--- src/rtl/qspi_resp_pkg.sv ---
// qspi_resp_pkg: shared command codes, frame phase lengths and FSM state type
// for the quad-SPI RAM responder.
package qspi_resp_pkg;

   localparam logic [7:0] CMD_QREAD    = 8'hEB;
   localparam logic [7:0] CMD_QWRITE   = 8'h38;
   localparam int         CMD_NIBBLES  = 2;
   localparam int         ADDR_NIBBLES = 6;

   typedef enum logic [2:0] {
      IDLE,
      CMD,
      ADDR,
      DUMMY,
      RDATA,
      WDATA,
      IGNORE
   } state_e;

endpackage

--- src/rtl/qspi_resp_sync.sv ---
// qspi_resp_sync: two-flop synchronizers for SCK and CS plus edge detection.
// Flops reset low so a CS already low at reset release never looks like a frame start.
module qspi_resp_sync (
   input  logic clk,
   input  logic rst_n,
   input  logic spi_clk_in,
   input  logic spi_cs_n,
   output logic sck_rise,
   output logic sck_fall,
   output logic cs_fall,
   output logic cs_rise
);

   logic [2:0] sck_q, sck_d;
   logic [2:0] cs_q, cs_d;

   always_comb begin
      sck_d = {sck_q[1:0], spi_clk_in};
      cs_d  = {cs_q[1:0], spi_cs_n};
   end

   always_ff @(posedge clk or negedge rst_n) begin
      if (!rst_n) begin
         sck_q <= '0;
         cs_q  <= '0;
      end else begin
         sck_q <= sck_d;
         cs_q  <= cs_d;
      end
   end

   // bit 1 is the synchronized level, bit 2 its previous value
   assign sck_rise = sck_q[1] & ~sck_q[2];
   assign sck_fall = ~sck_q[1] & sck_q[2];
   assign cs_fall  = ~cs_q[1] & cs_q[2];
   assign cs_rise  = cs_q[1] & ~cs_q[2];

endmodule

--- src/rtl/qspi_ram_responder.sv ---
// qspi_ram_responder: quad-SPI target decoding EB (read) / 38 (write) frames
// and serving bytes from a local byte-wide store, oversampled in the clk domain.
module qspi_ram_responder
   import qspi_resp_pkg::*;
#(
   parameter int ADDR_W        = 16,
   parameter int DUMMY_NIBBLES = 6
) (
   input  logic              clk,
   input  logic              rst_n,
   input  logic              spi_clk_in,
   input  logic              spi_cs_n,
   input  logic [3:0]        spi_data_in,
   output logic [3:0]        spi_data_out,
   output logic [3:0]        spi_data_oe,
   output logic [ADDR_W-1:0] mem_addr,
   output logic [7:0]        mem_wdata,
   output logic              mem_we,
   output logic              mem_re,
   input  logic [7:0]        mem_rdata
);

   localparam logic [3:0] CMD_LAST   = 4'(CMD_NIBBLES - 1);
   localparam logic [3:0] ADDR_LAST  = 4'(ADDR_NIBBLES - 1);
   localparam logic [3:0] DUMMY_LAST = 4'(DUMMY_NIBBLES - 1);

   logic sck_rise, sck_fall, cs_fall, cs_rise;

   state_e            state_q, state_d;
   logic [3:0]        cnt_q, cnt_d;
   logic [7:0]        cmd_q, cmd_d;
   logic [ADDR_W-1:0] addr_q, addr_d;
   logic [3:0]        nib_q, nib_d;
   logic              half_q, half_d;
   logic [7:0]        rbyte_q, rbyte_d;
   logic [3:0]        out_q, out_d;
   logic              re_q, re_d;
   logic              we_q, we_d;
   logic [7:0]        wdata_q, wdata_d;
   logic              rd_lat_q, rd_lat_d;

   qspi_resp_sync u_sync (
      .clk        (clk),
      .rst_n      (rst_n),
      .spi_clk_in (spi_clk_in),
      .spi_cs_n   (spi_cs_n),
      .sck_rise   (sck_rise),
      .sck_fall   (sck_fall),
      .cs_fall    (cs_fall),
      .cs_rise    (cs_rise)
   );

   always_comb begin
      state_d  = state_q;
      cnt_d    = cnt_q;
      cmd_d    = cmd_q;
      addr_d   = addr_q;
      nib_d    = nib_q;
      half_d   = half_q;
      rbyte_d  = rd_lat_q ? mem_rdata : rbyte_q;
      out_d    = out_q;
      re_d     = 1'b0;
      we_d     = 1'b0;
      wdata_d  = wdata_q;
      rd_lat_d = re_q;
      // a write strobe uses the current address; advance it once the strobe is out
      if (we_q) addr_d = addr_q + ADDR_W'(1);
      case (state_q)
         IDLE: begin
            if (cs_fall) begin
               state_d = CMD;
               cnt_d   = '0;
               half_d  = 1'b0;
            end
         end
         CMD: begin
            if (sck_rise) begin
               cmd_d = {cmd_q[3:0], spi_data_in};
               cnt_d = cnt_q + 4'd1;
               if (cnt_q == CMD_LAST) begin
                  cnt_d   = '0;
                  state_d = (cmd_d == CMD_QREAD || cmd_d == CMD_QWRITE) ? ADDR : IGNORE;
               end
            end
         end
         ADDR: begin
            if (sck_rise) begin
               addr_d = {addr_q[ADDR_W-5:0], spi_data_in};
               cnt_d  = cnt_q + 4'd1;
               if (cnt_q == ADDR_LAST) begin
                  cnt_d   = '0;
                  half_d  = 1'b0;
                  re_d    = (cmd_q == CMD_QREAD);
                  state_d = (cmd_q == CMD_QREAD) ? DUMMY : WDATA;
               end
            end
         end
         DUMMY: begin
            if (sck_rise) begin
               cnt_d   = cnt_q + 4'd1;
               state_d = (cnt_q == DUMMY_LAST) ? RDATA : DUMMY;
            end
         end
         RDATA: begin
            // high-nibble fall also prefetches the next byte; keep the low nibble aside
            if (sck_fall) begin
               out_d  = half_q ? nib_q : rbyte_q[7:4];
               nib_d  = half_q ? nib_q : rbyte_q[3:0];
               addr_d = half_q ? addr_q : addr_q + ADDR_W'(1);
               re_d   = ~half_q;
               half_d = ~half_q;
            end
         end
         WDATA: begin
            if (sck_rise) begin
               nib_d   = half_q ? nib_q : spi_data_in;
               wdata_d = half_q ? {nib_q, spi_data_in} : wdata_q;
               we_d    = half_q;
               half_d  = ~half_q;
            end
         end
         IGNORE: ;
         default: state_d = IDLE;
      endcase
      if (cs_rise) begin
         state_d = IDLE;
         out_d   = '0;
         half_d  = 1'b0;
         re_d    = 1'b0;
         we_d    = 1'b0;
      end
   end

   always_ff @(posedge clk or negedge rst_n) begin
      if (!rst_n) begin
         state_q  <= IDLE;
         cnt_q    <= '0;
         cmd_q    <= '0;
         addr_q   <= '0;
         nib_q    <= '0;
         half_q   <= 1'b0;
         rbyte_q  <= '0;
         out_q    <= '0;
         re_q     <= 1'b0;
         we_q     <= 1'b0;
         wdata_q  <= '0;
         rd_lat_q <= 1'b0;
      end else begin
         state_q  <= state_d;
         cnt_q    <= cnt_d;
         cmd_q    <= cmd_d;
         addr_q   <= addr_d;
         nib_q    <= nib_d;
         half_q   <= half_d;
         rbyte_q  <= rbyte_d;
         out_q    <= out_d;
         re_q     <= re_d;
         we_q     <= we_d;
         wdata_q  <= wdata_d;
         rd_lat_q <= rd_lat_d;
      end
   end

   assign spi_data_out = out_q;
   assign spi_data_oe  = (state_q == RDATA) ? 4'hF : 4'h0;
   assign mem_addr     = addr_q;
   assign mem_wdata    = wdata_q;
   assign mem_we       = we_q;
   assign mem_re       = re_q;

endmodule

--- config.mk ---
export PLATFORM = sky130hd
export DESIGN_NAME = qspi_ram_responder
export DESIGN_NICKNAME = d
export VERILOG_FILES = /design/src/rtl/qspi_resp_pkg.sv /design/src/rtl/qspi_resp_sync.sv /design/src/rtl/qspi_ram_responder.sv
export SDC_FILE = /design/constraint.sdc
export NUM_CORES = 1
export LEC_CHECK = 0
export CAP_MARGIN = 10
export CELL_PAD_IN_SITES_DETAIL_PLACEMENT = 0
export CELL_PAD_IN_SITES_GLOBAL_PLACEMENT = 1
export CORE_ASPECT_RATIO = 0.6
export CORE_UTILIZATION = 43
export DETAILED_ROUTE_END_ITERATION = 10
export PLACE_DENSITY_LB_ADDON = 0.1
export SKIP_LAST_GASP = 1
export SYNTH_ARGS = -nofsm -noshare
export SYNTH_HDL_FRONTEND = slang
export SYNTH_HIERARCHICAL = 1
export SYNTH_SLANG_ARGS = --single-unit
--- constraint.sdc ---
create_clock -name clk -period 2.48 [get_ports clk]
set_input_delay 0.248 -clock clk [delete_from_list [all_inputs] [get_ports clk]]
set_output_delay 0.248 -clock clk [all_outputs]
set_load 0.05 [all_outputs]
# Word level (Yosys, flattened, before mapping)
# Index checks and enable logic that the tools add are counted.
[classes]
add_sub_neg = 2
eq_ne = 29
muxes = 48
bitwise_logic = 9
n_reduce_logical = 15
[ops]
columns = ["operator", "n"]
rows = [
  ["2-to-1 mux 16 bit", 4],
  ["2-to-1 mux 4 bit", 15],
  ["one-hot mux 16 bit (2 select lines)", 1],
  ["2-to-1 mux 3 bit", 10],
  ["!= test 3 bit, second input constant", 9],
  ["adder 16 x 1 -> 16 bit, second input constant", 1],
  ["== test 8 bit, second input constant", 2],
  ["!= test 2 bit, second input constant", 8],
  ["one-hot mux 4 bit (4 select lines)", 1],
  ["one-hot mux 3 bit (5 select lines)", 1],
  ["2-to-1 mux 1 bit", 13],
  ["AND reduction 5 bit", 2],
  ["== test 3 bit, second input constant", 3],
  ["== test 8 x 6 -> 1 bit, second input constant", 1],
  ["one-hot mux 4 bit (2 select lines)", 1],
  ["AND reduction 7 bit", 1],
  ["== test 3 x 2 -> 1 bit, second input constant", 2],
  ["AND reduction 6 bit", 1],
  ["nonzero test 2 bit", 3],
  ["inverter 1 bit", 5],
  ["nonzero test 5 bit", 1],
  ["adder 4 x 1 -> 4 bit, second input constant", 1],
  ["AND 1 bit", 4],
  ["== test 4 x 1 -> 1 bit, second input constant", 1],
  ["other kinds (11)", 12],
]
[word_totals]
regBits = 65
input_bits = 16
out_inout_bits = 34
elab_cells = 117

# Logic depth before layout (Yosys ltp)
# Gate-level depths: netlist of run 1.
[logic_depth]
ltp_word = 7
mapped_depth = 8
mapped_depth_nobuf = 7

# Modules after synthesis
# Netlist of run 1, hierarchy kept.
[modules_own_cells]
columns = ["mod", "n_inst", "cells_each", "area_each_um2", "seq_area_each_um2"]
rows = [
  ["qspi_ram_responder", 1, 377, 3595.9, 1476.4],
  ["qspi_resp_sync", 1, 10, 185.2, 150.1],
]

# Worst setup path after synthesis of run 1
# Ideal clock, no wire load.
[synth_timing]
kind = "register to register"
from = "register addr_q[0] (netlist: mem_addr[0])"
to = "register addr_q[14] (netlist: mem_addr[14])"
setup_time_ns = 0.122
t_arrival_ns = 2.110
required_time_ns = 2.358
setup_slack_ns = 0.248
path_stages_with_launch = 7
path_buffers = 0
period_less_slack_ns = 2.232
cell_sequence = "dfrtp_1 ha_1 nand2_1 nor4_1 or4b_1 o22ai_1 nor2_1"
[synth_between]
elab_chain_len = 4
elab_cells_between_ends = 6
cone_classes = "1 x add/sub; 5 x mux"
[synth_lines]
columns = ["item", "line_no", "rtl"]
rows = [
  ["start: declaration", "qspi_ram_responder.sv:32", "logic [ADDR_W-1:0] addr_q, addr_d;"],
  ["start signal: assignment", "qspi_ram_responder.sv:152", "addr_q <= addr_d;"],
  ["adder 16 x 1 -> 16 bit *", "qspi_ram_responder.sv:67, qspi_ram_responder.sv:109", ""],
  ["2-to-1 mux 16 bit, on equally long branches", "qspi_ram_responder.sv:67, qspi_ram_responder.sv:109", ""],
  ["2-to-1 mux 16 bit, on equally long branches", "qspi_ram_responder.sv:106, qspi_ram_responder.sv:87", ""],
  ["one-hot mux 16 bit (2 select lines) *", "qspi_ram_responder.sv:68", "case (state_q)"],
]
# Every way passes the cells marked *; elsewhere a longest branch is shown, timed or not. The select of a mux whose other input is x is not followed.
# A chain may end at the register's enable or synchronous reset.

# Worst setup path after layout of run 1
[layout_timing]
from = "register state_q[0]"
to = "register nib_q[0]"
[layout_between]
elab_chain_len = 3
elab_cells_between_ends = 9
cone_classes = "6 x eq/ne; 1 x mux; 2 x reduce/logical"
[layout_lines]
columns = ["item", "line_no", "rtl"]
rows = [
  ["start: declaration", "qspi_ram_responder.sv:29", "state_e state_q, state_d;"],
  ["start signal: assignment", "qspi_ram_responder.sv:149", "state_q <= state_d;"],
  ["== test 3 bit", "qspi_ram_responder.sv:68", ""],
  ["!= test 2 bit (no line) or nonzero test 2 bit (tied branches)", "-", ""],
  ["AND reduction 5 bit (no line)", "-", ""],
  ["end signal: assignment", "qspi_ram_responder.sv:153", "nib_q <= nib_d;"],
  ["end: declaration", "qspi_ram_responder.sv:33", "logic [3:0] nib_q, nib_d;"],
]
# Parallel ways exist; a longest one is shown, timed or not.

==> results by group, run 1 <==
Outcome
  • Status: complete, no violations

Clock tree
  • Clk sinks: 65
  • TritonCTS clock tree: built
  • CTS max path bufs: 2
  • CTS root buf: clkbuf_16
  • Reg clk slew, reported paths: 50 ps
  • Clk_lat worst skew: 330 ps
  • Post-CTS Setup Inserts: 0
  • H-tree depth: 3
  • Total CTS buffers: 9

Synth
  • Async S/R FF share, synth: 100%
  • Predominant post-synthesis flop cell: dfrtp_1
  • Number of enable-type register cells in the synthesized netlist: 0
  • Distinct cells, synth: 67
  • Synthesized flop and latch total: 65
  • Synth warn: 6
  • Syn Nets: 406
  • Post-Syn Area: 3780 µm²
  • Sequential area share after synthesis: 43.0%
  • Average cell area after synthesis: 9.77 µm²
  • Post-Syn Instances: 387

Drt
  • Initial DRC Count: 253
  • Vias: 3305
  • DRT antenna net count: 0
  • Drt total wl: 10.4 mm
  • Drt wl/cell: 18.5 µm
  • DRT Pass-1 Iters: 5
  • DR vias/cell: 5.88
  • DRC Markers: 0

Setup path
  • CP top delay family: simple AND/OR/NAND/NOR gates
  • Critical Path Fanout Max: 13
  • Crit-path cells: nor3b_1, a21oi_1, inv_1, or4_1, mux2_4
  • Worst EP required: 2700 ps
  • Worst path slowest cell: or4_1
  • CP Launch Type: flip-flop
  • Crit path buf inv count: 1
  • Crit path DAT: 2460 ps
  • Crit Path Class: flip-flop to flip-flop
  • Largest stage delay, worst path: 650 ps
  • Critical Path End Type: flip-flop

Timing
  • Fin crit period: 2240 ps
  • Final Hold Vio Count: 0
  • Max Fclk: 446 MHz
  • Post-route clock skew: 7.54 ps
  • Final Cycle Share: 90.4%
  • Worst Slack Setup Final: 238 ps
  • Fin. max-slew vios: 0
  • Final setup fails: 0
  • Slew HR: 52.1%
  • RSZ-0062 raised after global routing: no
  • Measured slew at the worst slew-check pin: 713 ps
  • Setup TNS: 0 ps

Layout
  • Fraction of layout cells with a size suffix above 1: 22.0%
  • P&R area growth vs syn: 26.6%
  • Diode count: 0
  • Final instance area: 4790 µm²
  • Final net count: 466
  • Core Util, Final: 56.2%
  • Final Non-Filler Cells: 562

Power and ir drop
  • Leakage power: 2.03 nW
  • Peak supply drop: 527 µV
  • PwrDens: 1040 nW/µm²

Global routing
  • Gr ovfl total: 0
  • Initial antenna violation count: 0
  • Total GRT Usage: 24.5%
  • Grt peak-use layer: met1
  • Largest net degree at the start of global routing: 25
  • First-pass GRT wire length: 16.6 mm
  • Met1 Usage GRT: 38.1%
  • Vias in the first global route: 3093
  • GRT met2 Usage: 32.4%
  • GR Util met3: 6.74%

Placement
  • Dpl cells: 547
  • Placed inst area: 4490 µm²
  • Dpl ws: 252 ps
  • Hpwl dp: 7.80 mm
  • Routability cong.: 0.865
  • Port Buffers: 49

Die
  • Die area: 9180 µm²
  • Die X: 123 µm
  • Initial Util: 44.4%
  • Core box area: 8520 µm²
  • Io pins: 50
  • Rows: 26
  • Die extent in y: 74.6 µm

Min path
  • Worst Hold Class: flip-flop to flip-flop

Job
  • Max-cap viol count: 0
## cell families (layout without fill, tap and decap cells)
| family | after synthesis | count (layout) | share of synthesized area (%) |
|---|---|---|---|
| AOI/OAI and AO/OA | 104 | 104 | 18.5 |
| xor gates and xnor gates | 2 | 2 | 0.463 |
| adders and majority gates | 3 | 3 | 0.993 |
| buffers and inverters | 43 | 106 | 5.10 |
| DFF | 65 | 65 | 43.0 |
| muxes | 40 | 40 | 12.1 |
| and+or+nand+nor | 130 | 130 | 19.9 |
## state kept, by name, indices dropped and copies added, names as in the netlist
signal and count:
mem_addr 16, nib_q 4, rbyte_q 8, cmd_q 8, state_q 3, mem_we 1, mem_wdata 8, u_sync/sck_q 3
rd_lat_q 1, mem_re 1, cnt_q 4, u_sync/cs_q 3, half_q 1, spi_data_out 4
## worst register-to-register path, cell delays in order (launching register included)
cell and delay [ps]:
dfrtp_1 600, nor3b_1 210, a21oi_1 240, inv_1 70, or4_1 650, mux2_4 360
## cell type report
| class | count | area, µm² |
|---|---|---|
| Fill cell | 752 | 3730 |
| Multi-Input combinational cell | 279 | 1980 |
| Sequential cell | 65 | 1630 |
| Timing Repair Buffer | 81 | 718 |
| Clock buffer | 11 | 243 |
| Tap cell | 112 | 140 |
| Clock inverter | 3 | 42.5 |
| Inverter | 11 | 41.3 |
## metrics by stage
| step | total power, mW | hold WS, ps |
|---|---|---|
| after CTS | 5.03 | 347 |
| after global placement | 3.73 | 257 |
| after global routing | 5.28 | 358 |
| final | 5.00 | 347 |
| after detailed placement | 3.76 | 265 |
| after floorplan | 3.07 | -47.6 |
## placed cells by master (no fill, tap or decap), drive strengths merged, types with 3 or more instances in the layout
cell type | netlist | routed
nor2b | 4 | 4
inv | 11 | 11
nor3b | 6 | 6
nand2b | 5 | 5
nand3 | 14 | 14
mux2i | 7 | 7
a2bb2oi | 3 | 3
a21o | 4 | 4
o2bb2ai | 3 | 3
nand3b | 5 | 5
clkdlybuf4s50 | 0 | 44
nand2 | 25 | 25
nand4b | 5 | 5
or2 | 3 | 3
a211oi | 8 | 8
dfrtp | 65 | 65
clkbuf | 14 | 11
a21oi | 27 | 27
nand4 | 4 | 4
o21ai | 20 | 20
o22a | 3 | 3
nor3 | 13 | 13
a31oi | 6 | 6
ha | 3 | 3
buf | 18 | 36
nor4 | 7 | 7
a211o | 3 | 3
o211ai | 3 | 3
nor2 | 19 | 19
and2b | 4 | 4
mux2 | 33 | 33
a22oi | 5 | 5
and3 | 5 | 5
## path summary, 6_finish.rpt
path                                     startpoint                         to  slack [ps]  cells past startpoint
min in group asynchronous                     rst_n   mem_addr[15]$_DFFE_PN0P_         430                      2
setup / recovery             state_q[0]$_DFFE_PN0P_       nib_q[0]$_DFFE_PN0P_         240                      5
hold / removal             u_sync/cs_q[0]$_DFF_PN0_   u_sync/cs_q[1]$_DFF_PN0_         350                      0
setup reg to reg             state_q[0]$_DFFE_PN0P_       nib_q[0]$_DFFE_PN0P_         240                      5
max in group asynchronous                     rst_n  u_sync/sck_q[2]$_DFF_PN0_        1340                      3
hold reg to reg            u_sync/cs_q[0]$_DFF_PN0_   u_sync/cs_q[1]$_DFF_PN0_         350                      0
## where the power goes
| group | internal, mW | leakage [nW] | switching, mW |
|---|---|---|---|
| clock | 0.792 | 0.137 | 0.456 |
| combinational | 0.855 | 1.04 | 1.18 |
| sequential | 1.36 | 0.853 | 0.355 |
## Yosys cell counts, types with 4 or more instances
| cell type | instances | area share, % |
|---|---|---|
| and3_1 | 5 | 0.83 |
| mux2_4 | 4 | 1.6 |
| buf_2 | 13 | 1.7 |
| mux2i_1 | 7 | 1.9 |
| a21oi_1 | 27 | 3.6 |
| and2b_2 | 4 | 0.93 |
| nand3b_1 | 5 | 0.99 |
| nor3_1 | 11 | 1.5 |
| clkbuf_1 | 14 | 1.4 |
| a22oi_1 | 5 | 0.99 |
| o21ai_0 | 19 | 2.5 |
| nand2_1 | 25 | 2.5 |
| a21o_1 | 4 | 0.79 |
| nand2b_1 | 5 | 0.83 |
| nor2_1 | 18 | 1.8 |
| nand3_1 | 13 | 1.7 |
| nor3b_1 | 6 | 1.2 |
| nor2b_1 | 4 | 0.66 |
| inv_1 | 10 | 0.99 |
| mux2_2 | 29 | 8.6 |
| nand4_1 | 4 | 0.66 |
| nand4b_1 | 5 | 1.2 |
| buf_4 | 4 | 0.79 |
| nor4_1 | 6 | 0.99 |
| dfrtp_1 | 65 | 43 |
| a31oi_1 | 6 | 0.99 |
| a211oi_1 | 8 | 1.6 |
## metal layers
metal | vias up | routed length, µm
li1 | 1561 | -
met4 | 0 | 101
met2 | 110 | 4130
met1 | 1625 | 5370
met5 | - | 0
met3 | 9 | 777
## timing repair
action	in CTS	in global routing
hold endpoints to repair	22	0
hold buffers	1	0
gates resized for setup	0	0
setup endpoints to repair	0	0
(Power assumes the default switching activity.)
==> inputs of run 2 (changes only) <==
Settings changed: CORE_MARGIN from default to 10.
==> run 2 against run 1 <==
  * Worst hold slack better by 0.81 ps
  * Setup slack worse by 41 ps
  * Clock power hardly changed
  * Die area is 42% higher
  * Wire length is 4.0% higher
  * Final cell count is 0.36% lower
  * Non-clock buffer count is 4 lower
  * Core utilization hardly changed
  * Global-route usage is 8.1 points lower
  * Register-to-register slack worse by 40 ps
  * Highest routed layer unchanged
==> results by group, run 2 (synthesized netlist as in run 1, its figures left out) <==
Drt
  • DRC Markers: 0
  • Drt wl/cell: 19.3 µm
  • Vias: 3331
  • DR vias/cell: 5.95
  • Drt total wl: 10.8 mm
  • Initial DRC Count: 191
  • DRT Pass-1 Iters: 5
  • DRT antenna net count: 0

Placement
  • Port Buffers: 49
  • Hpwl dp: 8.02 mm
  • Placed inst area: 4490 µm²
  • Routability cong.: 0.897

Layout
  • Fraction of layout cells with a size suffix above 1: 21.4%
  • Final net count: 462
  • P&R area growth vs syn: 26.6%
  • Most common cell after layout, fill and taps aside: dfrtp_1
  • Most frequent cells in the layout: 65 x dfrtp_1, 44 x clkdlybuf4s50_1, 29 x mux2_2, 29 x buf_4, 27 x a21oi_1
  • Max reg flops: 16
  • Diode count: 0
  • Final instance area: 4790 µm²

Timing
  • Measured slew at the worst slew-check pin: 703 ps
  • Max Fclk: 438 MHz
  • RSZ-0062 raised after global routing: no
  • Setup TNS: 0 ps
  • Fin crit period: 2280 ps
  • Post-route clock skew: 8.56 ps
  • Fin. max-slew vios: 0
  • Final Cycle Share: 92.1%
  • Final setup fails: 0
  • Slew HR: 52.7%
  • Final Hold Vio Count: 0

Clock tree
  • CTS max path bufs: 2
  • Clk_lat worst skew: 330 ps
  • TritonCTS clock tree: built
  • CTS root buf: clkbuf_16
  • Reg clk slew, reported paths: 50 ps
  • H-tree depth: 3
  • Clk sinks: 65
  • Total CTS buffers: 9
  • Post-CTS Setup Inserts: 0

Setup path
  • Crit path DAT: 2490 ps
  • Worst path slowest cell: or4_1
  • Crit Path Class: flip-flop to flip-flop
  • CP top delay family: simple AND/OR/NAND/NOR gates
  • Crit path buf inv count: 1
  • Worst EP required: 2690 ps
  • Critical Path Fanout Max: 14
  • CP Launch Type: flip-flop
  • Crit-path cells: and2b_2, nand4b_1, a21oi_1, inv_1, or4_1, mux2_4
  • Largest stage delay, worst path: 630 ps
  • Critical Path End Type: flip-flop

Die
  • Die extent in y: 92.6 µm
  • Initial Util: 44.4%
  • Die X: 141 µm
  • Die area: 13100 µm²
  • Rows: 26
  • Io pins: 50
  • Core box area: 8520 µm²

Global routing
  • Gr ovfl total: 0
  • Total GRT Usage: 16.4%
  • Largest net degree at the start of global routing: 66
  • Vias in the first global route: 3149
  • Initial antenna violation count: 0
  • First-pass GRT wire length: 17.4 mm

Outcome
  • Status: complete, no violations

Power and ir drop
  • Clock power frac: 24.6%
  • Reg power frac: 33.7%
  • PwrDens: 1050 nW/µm²
  • Leakage power: 2.02 nW
  • Psw: 2.01 mW
  • Switch share: 40.2%
  • Internal: 3.00 mW
  • Peak supply drop: 540 µV
  • Comb power frac: 41.7%

Min path
  • Worst Hold Class: flip-flop to flip-flop

Job
  • Max-cap viol count: 0
run 2: cell types whose count changed in the layout (fill, tap and decap cells not counted), sizes merged:
cell    before  now
buf         36   32
clkinv       1    3
run 2: worst paths after layout:
check	slack, ps	to	cells past startpoint	from
worst max-delay path	200	nib_q[1]$_DFFE_PN0P_	6	u_sync/sck_q[2]$_DFF_PN0_
worst min-delay path	350	u_sync/sck_q[1]$_DFF_PN0_	0	u_sync/sck_q[0]$_DFF_PN0_
worst max register to register	200	nib_q[1]$_DFFE_PN0P_	6	u_sync/sck_q[2]$_DFF_PN0_
worst min register to register	350	u_sync/sck_q[1]$_DFF_PN0_	0	u_sync/sck_q[0]$_DFF_PN0_
max in group asynchronous	1710	mem_addr[10]$_DFFE_PN0P_	3	rst_n
min in group asynchronous	450	u_sync/sck_q[0]$_DFF_PN0_	3	rst_n
run 2: what timing repair did:
item | CTS | global route
hold buffers | 1 | 0
resized for setup | 0 | 0
hold endpoints to repair | 65 | 0
run 2: area by class of cell:
cell class,count,area [µm²]
clock buffer,11,233
tap,112,140
multi-input combinational,279,1980
fill,794,3740
inverter,11,41.3
clock inverter,5,56.3
timing repair buffer,77,713
sequential,65,1630
run 2: through the flow:
stage	power, mW	worst slack (ps)	util, %	hold slack, ps	instances
2_1_floorplan	3.07	248	-	-47.6	387
3_3_place_gp	3.76	288	52.7	290	543
3_5_place_dp	3.79	222	52.7	296	543
4_1_cts	5.03	212	56.2	349	560
5_1_grt	5.32	82.6	56.2	352	560
6_report	5.02	197	56.2	348	560
run 2: worst reg2reg max path: stages (launching register included):
cell and delay [ps]:
dfrtp_1 360, and2b_2 360, nand4b_1 140, a21oi_1 240, inv_1 80, or4_1 630
mux2_4 350
run 2: metal layers:
layer  vias up  part of all wire [%]  routed length [µm]  track usage (%)
met3        11                   8.1                 872             5.35
li1       1560                     -                   -                -
met5         -                     0                   0                0
met4         0                  0.96                 104             3.60
met1      1623                    50                5410             24.5
met2       137                    41                4410             22.1
run 2: power by group through the flow:
stage               clock network, mW  logic (mW)  registers [mW]
finish                           1.23        2.09            1.69
CTS                              1.26        2.09            1.69
global route                     1.32        2.26            1.74
floorplan                           0        1.12            1.95
global placement                    0        2.07            1.69
detailed placement                  0        2.08            1.71
==> inputs of run 3 (changes only) <==
Settings changed: PLACE_DENSITY_LB_ADDON 0.1 to 0.08.
==> run 3 against run 2 <==
  * Final area hardly changed
  * Clock power hardly changed
  * Global-route usage is 0.30 points higher
  * Clock-buffer cell count stayed put
  * Die area stayed put
  * Via count is 0.57% lower
  * Sequential share of layout area hardly changed
  * Final cell count is 0.18% higher
  * Non-clock buffer count is 1 higher
  * Sequential cell count stayed put
  * Register-to-register slack better by 70 ps
  * Combinational power is 4% lower
  * Highest routed layer unchanged
==> results by group, run 3 (synthesized netlist as in run 1, its figures left out) <==
Setup path
  • RR Startpoint: u_sync/sck_q[2]$_DFF_PN0_
  • CP Launch Type: flip-flop
  • Critical Path End Type: flip-flop
  • Crit Path Class: flip-flop to flip-flop
  • Crit path DAT: 2420 ps
  • End of the worst register-to-register path: nib_q[1]$_DFFE_PN0P_
  • Worst EP required: 2690 ps
  • Flop-to-flop setup slack: 270 ps
  • Reg2reg path depth: 6
  • Critical Path Fanout Max: 10

Global routing
  • Vias in the first global route: 3236
  • Total GRT Usage: 16.7%
  • Gr ovfl total: 0
  • Initial antenna violation count: 0
  • First-pass GRT wire length: 17.7 mm
  • Largest net degree at the start of global routing: 42

Die
  • Initial Util: 44.4%
  • Core box area: 8520 µm²
  • Die area: 13100 µm²
  • Die X: 141 µm
  • Io pins: 50
  • Rows: 26
  • Die extent in y: 92.6 µm

Power and ir drop
  • Reg power frac: 34.8%
  • Leakage power: 2.02 nW
  • PwrDens: 1040 nW/µm²
  • Internal: 3.00 mW
  • Psw: 2.00 mW
  • Power Total: 5.00 mW
  • Comb power frac: 40.0%
  • Switch share: 39.9%
  • Peak supply drop: 694 µV
  • Clock power frac: 25.2%

Drt
  • DRT antenna net count: 0
  • Vias: 3312
  • Initial DRC Count: 334
  • DRT Pass-1 Iters: 4
  • DR vias/cell: 5.90
  • Drt wl/cell: 18.9 µm
  • DRC Markers: 0
  • Drt total wl: 10.6 mm

Clock tree
  • CTS max path bufs: 2
  • Post-CTS Setup Inserts: 0
  • H-tree depth: 3
  • Total CTS buffers: 9
  • Post-cts sizing count: 0
  • TritonCTS clock tree: built
  • Reg clk slew, reported paths: 50 ps
  • Clk_lat worst skew: 330 ps
  • Clk sinks: 65
  • CTS root buf: clkbuf_16

Min path
  • Worst Hold Endpoint: u_sync/cs_q[1]$_DFF_PN0_
  • Worst Hold Class: flip-flop to flip-flop
  • Hold Crit Depth: 0
  • Hold path start: u_sync/cs_q[0]$_DFF_PN0_

Layout
  • Final net count: 463
  • Final instance area: 4790 µm²
  • Max reg flops: 16
  • Fraction of layout cells with a size suffix above 1: 21.8%
  • Diode count: 0
  • Most frequent cells in the layout: 65 x dfrtp_1, 44 x clkdlybuf4s50_1, 31 x buf_4
  • Most common cell after layout, fill and taps aside: dfrtp_1
  • P&R area growth vs syn: 26.7%
  • Number of fill cells: 750
  • Core Util, Final: 56.2%

Timing
  • Fin crit period: 2210 ps
  • Final Hold Vio Count: 0
  • Final setup fails: 0
  • Post-route clock skew: 5.33 ps
  • RSZ-0062 raised after global routing: no
  • Setup TNS: 0 ps
  • Fin. max-slew vios: 0
  • Measured slew at the worst slew-check pin: 640 ps
  • Max Fclk: 452 MHz
  • Final Cycle Share: 89.2%
  • Slew HR: 57.3%

Placement
  • Placed inst area: 4480 µm²
  • Port Buffers: 49
  • Hpwl dp: 8.05 mm
  • Routability cong.: 0.862

Job
  • Max-cap viol count: 0

Outcome
  • Status: complete, no violations
## run 3: worst max-delay path, stage by stage (launching register included)
cell	delay [ps]
dfrtp_1	370
and2b_2	320
nand4b_1	130
a21oi_1	220
inv_1	80
or4_1	630
mux2_4	350
## run 3: layer usage
| layer | part of all wire [%] | wire length [µm] | up-vias | track usage [%] |
|---|---|---|---|---|
| met5 | 0 | 0 | - | 0 |
| met4 | 0.60 | 64 | 0 | 4.28 |
| met3 | 8.0 | 852 | 8 | 4.95 |
| met2 | 42 | 4500 | 117 | 22.8 |
| met1 | 49 | 5210 | 1615 | 24.8 |
| li1 | - | - | 1572 | - |
## run 3: power groups by stage
| stage | Combinational, mW | Clock [mW] | Sequential (mW) |
|---|---|---|---|
| finish | 2.00 | 1.26 | 1.74 |
| CTS | 2.01 | 1.29 | 1.74 |
| detailed placement | 2.00 | 0 | 1.76 |
| global placement | 1.99 | 0 | 1.75 |
| global route | 2.18 | 1.35 | 1.80 |
| floorplan | 1.12 | 0 | 1.95 |
## run 3: worst max path at each step
stage	startpoint	endpoint	slack, ps	depth (start not counted)
final	u_sync/sck_q[2]$_DFF_PN0_	nib_q[1]$_DFFE_PN0P_	270	6
after global routing	u_sync/sck_q[2]$_DFF_PN0_	nib_q[1]$_DFFE_PN0P_	70	6
after CTS	u_sync/sck_q[2]$_DFF_PN0_	nib_q[1]$_DFFE_PN0P_	250	6
after detailed placement	u_sync/sck_q[2]$_DFF_PN0_	nib_q[1]$_DFFE_PN0P_	260	6
after global placement	state_q[2]$_DFFE_PN0P_	mem_addr[11]$_DFFE_PN0P_	290	5
after floorplan	mem_addr[0]$_DFFE_PN0P_	mem_addr[14]$_DFFE_PN0P_	250	6
## run 3: area by class of cell
type / count / area (µm²) / share of cell area, %
clock buffers: 11 / 243 / 5.07
multi-input cells: 279 / 1980 / 41.3
clock inverters: 5 / 55.1 / 1.15
inverters: 11 / 41.3 / 0.862
well taps: 112 / 140 / 2.93
flip-flops and latches: 65 / 1630 / 34.0
repair buffers: 78 / 708 / 14.8
## run 3: metrics by stage
step           instances  hold slack [ps]  setup slack (ps)
4_1_cts              561              343               251
3_3_place_gp         544              312               286
2_1_floorplan        387            -47.6               248
5_1_grt              561              345              74.4
6_report             561              349               267
3_5_place_dp         544              319               264
## run 3: timing repair
item | 4_1_cts | 5_1_grt
hold endpoints to repair | 24 | 0
hold buffers | 1 | 0
endpoints found under the setup margin | 0 | 0
